File: src/rtl/rf_write_sched.sv
// rtl/rf_write_sched.sv - write-port arbiter and pending-write scoreboard for the 32x64 register file
module rf_write_sched #(
    parameter int NREG     = 32,
    parameter int AW       = 5,
    parameter int DW       = 64,
    parameter int ZERO_REG = 31
) (
    input  logic            clk,
    input  logic            rst,
    input  logic            a_valid,
    output logic            a_ready,
    input  logic [AW-1:0]   a_reg,
    input  logic [DW-1:0]   a_data,
    input  logic            b_valid,
    output logic            b_ready,
    input  logic [AW-1:0]   b_reg,
    input  logic [DW-1:0]   b_data,
    input  logic            iss_en,
    input  logic [AW-1:0]   iss_reg,
    input  logic [AW-1:0]   rd1_reg,
    input  logic [AW-1:0]   rd2_reg,
    output logic            rd1_busy,
    output logic            rd2_busy,
    output logic            RegWrite,
    output logic [AW-1:0]   WriteRegister,
    output logic [DW-1:0]   WriteData,
    output logic [NREG-1:0] pending
);

    typedef enum logic {PTR_A = 1'b0, PTR_B = 1'b1} ptr_t;

    localparam logic [AW-1:0] ZREG = AW'(ZERO_REG);

    ptr_t            rrptr;
    logic            a_gnt;
    logic            b_gnt;
    logic            a_wr;
    logic            b_wr;
    logic [NREG-1:0] pending_nxt;

    // Grants are gated by reset so a request in the reset cycle is simply dropped.
    always_comb begin
        a_gnt = !rst && a_valid && (!b_valid || rrptr == PTR_A);
        b_gnt = !rst && b_valid && (!a_valid || rrptr == PTR_B);
        a_wr  = a_gnt && (a_reg != ZREG);
        b_wr  = b_gnt && (b_reg != ZREG);
    end

    assign a_ready = a_gnt;
    assign b_ready = b_gnt;

    // Issue is applied after retirement so a same-cycle set wins over the clear.
    always_comb begin
        pending_nxt = pending;
        if (RegWrite)
            pending_nxt[WriteRegister] = 1'b0;
        if (iss_en && iss_reg != ZREG)
            pending_nxt[iss_reg] = 1'b1;
    end

    always_ff @(posedge clk) begin
        if (rst) begin
            RegWrite      <= 1'b0;
            WriteRegister <= '0;
            WriteData     <= '0;
            pending       <= '0;
            rrptr         <= PTR_A;
        end else begin
            RegWrite <= a_wr || b_wr;
            pending  <= pending_nxt;
            if (a_wr) begin
                WriteRegister <= a_reg;
                WriteData     <= a_data;
            end else if (b_wr) begin
                WriteRegister <= b_reg;
                WriteData     <= b_data;
            end
            if (a_gnt)
                rrptr <= PTR_B;
            else if (b_gnt)
                rrptr <= PTR_A;
        end
    end

    assign rd1_busy = pending[rd1_reg] && (rd1_reg != ZREG);
    assign rd2_busy = pending[rd2_reg] && (rd2_reg != ZREG);

endmodule

File: config.mk
export PLATFORM = sky130hd
export DESIGN_NAME = rf_write_sched
export DESIGN_NICKNAME = d
export VERILOG_FILES = /design/src/rtl/rf_write_sched.sv
export SDC_FILE = /design/constraint.sdc
export NUM_CORES = 1
export LEC_CHECK = 0
export CORE_UTILIZATION = 41
export DETAILED_ROUTE_END_ITERATION = 8
export GPL_ROUTABILITY_DRIVEN = 0
export GPL_TIMING_DRIVEN = 0
export PLACE_DENSITY_LB_ADDON = 0.05
export SLEW_MARGIN = 20
export SYNTH_ARGS = -nofsm -noshare
export SYNTH_HDL_FRONTEND = slang
export SYNTH_SLANG_ARGS = --single-unit
File: constraint.sdc
create_clock -name clk -period 2.2 [get_ports clk]
set_clock_uncertainty 0.05 [all_clocks]
set_input_delay 0.33 -clock clk [delete_from_list [all_inputs] [get_ports clk]]
set_output_delay 0.33 -clock clk [all_outputs]
set_load 0.005 [all_outputs]
Yosys cells after proc, flatten, opt, wreduce, memory -nomap -nowiden. Index checks and enable logic that the tools add are counted.

Output and inout bits: 106. Memory bits (read-only): 0. Bits in registers: 103. Memories kept: 0. Bits in writable memories: 0. Latch bits: 0. Bits of input ports: 158. Word-level logic and storage cells: 55.

Shift-type cells: 0. Multiply operators: 0. Magnitude comparators: 6. Equal/unequal tests: 5. Add/subtract/negate cells: 0. Mux-type cells: 16. Divide/modulo/power cells: 0. Reduce and logical (&&, ||, !) cells: 19. Bitwise gates (word level): 4.

Operator list (count): 64-bit 2-to-1 mux (2); 32-bit 2-to-1 mux (2); 32-bit AND (1); 32-bit NOT (1); 32-bit OR (1); 5-bit != test, second input constant (5); 5-bit by 6-bit < comparator with 1-bit output, second input constant (4); 1-bit logical AND (11); 1-bit binary-select mux with 5-bit select (2); 1-bit demux with 5-bit select (2); 5-bit by 1-bit >= comparator with 1-bit output, second input constant (2); 5-bit 2-to-1 mux (2); 1-bit 2-to-1 mux (6); 2-bit nonzero test (2); 1-bit logical NOT (3); 1-bit logical OR (3); 1-bit NOT (1).

Depth between registers and ports, before layout.
Depth in word-level cells: 9. Depth in mapped cells: 7.

Worst setup path after synthesis. OpenSTA, ideal clock, no wires.

Path type: input to output. From: in rd1_reg[1]. To: out rd1_busy. Data required time: 1.820 ns. Slack: 0.189 ns. Path buffers: 1. Cell stages on the path: 5. Data arrival time: 1.631 ns. Path through: clkbuf_1 -> mux4_2 -> mux2i_1 -> mux2i_1 -> a211o_1.

Cells in the longest elaborated chain, start to end: 3. Elaborated cells on any way between the ends: 4. Classes of those cells: eq/ne (1); mux (2); reduce/logical (1).

Ends and longest elaborated chain: from (decl) (RTL line 20) `input logic [AW-1:0] rd1_reg,`; 1-bit binary-select mux with 5-bit select (RTL line 85) `assign rd1_busy = pending[rd1_reg] && (rd1_reg != ZREG);`; 1-bit 2-to-1 mux (implied by the code) (RTL line 85); 1-bit logical AND * (RTL line 85); to (decl) (RTL line 22) `output logic rd1_busy,`.

Every way passes the cells marked *; elsewhere a longest branch is shown, timed or not. The select of a mux whose other input is x is not followed.

Final worst setup path.
From: reg pending[11]. To: out rd1_busy.

Cells in the longest elaborated chain, start to end: 3.

Ends and longest elaborated chain: from (decl) (RTL line 27) `output logic [NREG-1:0] pending`; from (signal assigned) (RTL line 70) `pending <= pending_nxt;`; 1-bit binary-select mux with 5-bit select (RTL line 85); 1-bit 2-to-1 mux (implied by the code) (RTL line 85); 1-bit logical AND (RTL line 85).

No other way between the ends. The select of a mux whose other input is x is not followed.

==> results by group <==
Outcome
  – Status: finished with violations
  – Failing checks: negative setup slack

STA
  – Worst hold slack: ~0.37 ns
  – Final Hold Fails: 0
  – Final Cycle Share: 105%
  – Setup violators final: 2
  – Fin worst setup slack: -0.100 ns
  – RSZ-0062 raised after global routing: yes
  – Setup TNS: -0.200 ns
  – Slew headroom: a little over half
  – Fin. max-slew vios: 0
  – Min cycle time layout: 2.30 ns
  – Fmax: roughly 0.43 GHz
  – Slew @ Worst Pin: 0.711 ns

Detailed routing
  – # DRC: 0
  – Drt first-iter violations: between 500 and 600
  – Routed WL: just under 20 mm
  – Drt pass-1 iters: 7
  – Detail Route Antenna Nets: 0
  – Vias post-DR: between 6,000 and 7,000
  – Drt via density: between 5 and 6
  – Drt wl/cell: around 18 um

Run
  – Max cap viols: 0

Clock tree
  – Longest Clk Path Bufs: 2
  – Max H-tree Level: 3
  – CTS tree: built
  – CTS Hold Bufs: 0
  – TritonCTS Buffers: 9
  – Root Driver: clkbuf_16
  – CTS sink count: between 100 and 150
  – Later-pin clock latency in the skew report: 0.35 ns
  – Clock-pin slew of the registers on the worst-case setup and hold paths: 0.07 ns

Pwr
  – Internal cell power: ~0.0037 W
  – Clk pwr share: 34.3%
  – NetSw: between 0.001 and 0.0015 W
  – Power Total: around 0.0050 W
  – Switching share of power: about a quarter
  – Worst vdd ir: between 0.4 and 0.5 mV
  – Combinational share of power: 23.9%
  – Leak: a little over 3 nW
  – Register share of total power: about two fifths
  – Power per cell area: a little under 600 nW/um^2

Place
  – Dpl hpwl: ~14 mm
  – Placed instance area: around 8000 sq um
  – Input/output buffers: 257
  – Pre-CTS setup slack: -0.533 ns

GRT
  – Antenna violations before repair: 2
  – Tot GR Track Use: between 20 and 30%
  – Pin count of the biggest net entering global routing: 20
  – GRT overflow: 0
  – Vias in the first global route: 5,935
  – Global-route wire length before repair: ~30 mm

Yosys
  – Synth cell types: 31
  – Synth area leader: dfxtp_1
  – Synth top area cells: dfxtp_1 (39%), nand2_1 (12%), a311oi_1 (11%), a211oi_1 (9.8%), mux4_1 (6.0%)
  – Mapped Nets: a little under 800
  – Cells after Synth: a little over 600
  – Synthesis-stage register bit count: 103
  – Post-Syn Area per Cell: around 8.5 sq um
  – Yosys top cell area share: 39.0%
  – Sequential share of the synthesized area: between 30% and 40%
  – Post-Syn Area: 5280 sq um
  – Yosys warns: 0

Floorplanning
  – Die height: around 120 um
  – Die X-Extent: between 100 and 150 um
  – Starting Density: between 40% and 50%
  – Core box area: around 13,000 sq um
  – Row cnt: just over 40
  – IO Pins: 264
  – Die area: 13,300 sq um

Worst setup path
  – Setup crit end kind: primary output
  – CP required: between 1.5 and 2 ns
  – Setup CP Type: flop to primary output
  – Crit path max fanout: 3
  – WP data arrival: approximately 1.9 ns
  – Setup crit start kind: flop

Layout
  – Layout area overhead: 60.3%
  – Nets: 1,052
  – Most frequent cells in the layout: clkdlybuf4s50_1 (252), nand2_1 (175), dfxtp_1 (92)
  – Layout cells sized above 1: around a tenth
  – Final instance area: between 8000 and 9000 sq um
  – Most common cell after layout, fill and taps aside: clkdlybuf4s50_1

Hold path
  – Min-Delay Path Class: input pin to flop
power groups by stage:
stage          registers [W]  clock network, W  logic [W]
2_1_floorplan        0.00212                 0   0.000469
3_3_place_gp         0.00212                 0    0.00116
3_5_place_dp         0.00212                 0    0.00117
4_1_cts              0.00208           0.00170    0.00119
5_1_grt              0.00210           0.00179    0.00129
6_report             0.00208           0.00171    0.00119
cell families after synthesis:
kind of cell | Yosys count | synth area share (%)
simple gates | 211 | 16.7
compound gates | 209 | 28.6
mux | 26 | 9.62
flops | 103 | 39.0
buf+inv | 69 | 6.04
registers in the layout, indices dropped and copies added (netlist names):
register       flops
RegWrite           1
WriteData         64
WriteRegister      5
pending           32
rrptr              1
cell type report:
cell class | instances | area [sq um]
clock inverter | 4 | 70.1
clock buffer | 12 | 236
buffer | 66 | 324
tap | 172 | 215
multi-input combinational | 446 | 2900
antenna | 2 | 5.00
fill | 1078 | 4100
inverter | 2 | 7.51
sequential | 103 | 2080
timing repair buffer | 266 | 2630
per-layer routing:
layer	vias up	wire, um	part of all wire, %	global-route usage (%)
li1	2885	-	-	-
met1	2928	7840	40	33.9
met2	296	9820	50	51.2
met3	32	1620	8.2	6.96
met4	0	435	2.2	10.9
met5	-	0	0	0
worst paths after layout:
path / startpoint / endpoint / slack (ns) / cells past startpoint
setup reg to reg: rrptr / WriteData[10] / 0.25 / 8
hold reg to reg: pending[17] / pending[17] / 0.45 / 2
setup / recovery: pending[11] / rd1_busy / -0.10 / 5
hold / removal: a_valid / rrptr / 0.37 / 2
cell usage after synthesis:
cell      instances
nor2b_1           1
or3_1             1
a21oi_1          32
nand3_1           4
a211oi_1         69
nor2_1            6
mux2i_1           8
o211a_1           1
nor3_1            3
and3_1            5
nand3b_1          5
a211o_1           2
dfxtp_1         103
nor3b_1           6
or3b_2            2
o211ai_2          1
o21a_1            1
o21ai_0          31
clkbuf_1         39
a41oi_1           2
buf_6             4
mux4_2            4
a311oi_1         69
a21o_1            1
and2_1            1
mux4_1           12
inv_1             2
buf_2            24
mux2_2            2
and3b_1           2
nand2_1         175
per-stage QoR:
step | utilization (%) | instances
global placement | 64.2 | 1047
finish | 67.4 | 1073
CTS | 67.2 | 1071
detailed placement | 64.2 | 1047
global route | 67.4 | 1073
floorplan | - | 618
critical path, stage by stage (launching register included):
cell and delay, ns:
dfxtp_2 0.33, mux4_2 0.46, mux2_4 0.28, and3_4 0.17
a211o_1 0.21, buf_2 0.12
what timing repair did:
action,CTS,global route
resized for setup,34,5
pin swaps,0,1
endpoints found under the setup margin,12,12
buffers inserted,9,0
Note: power is estimated with default switching activity, not from simulation.
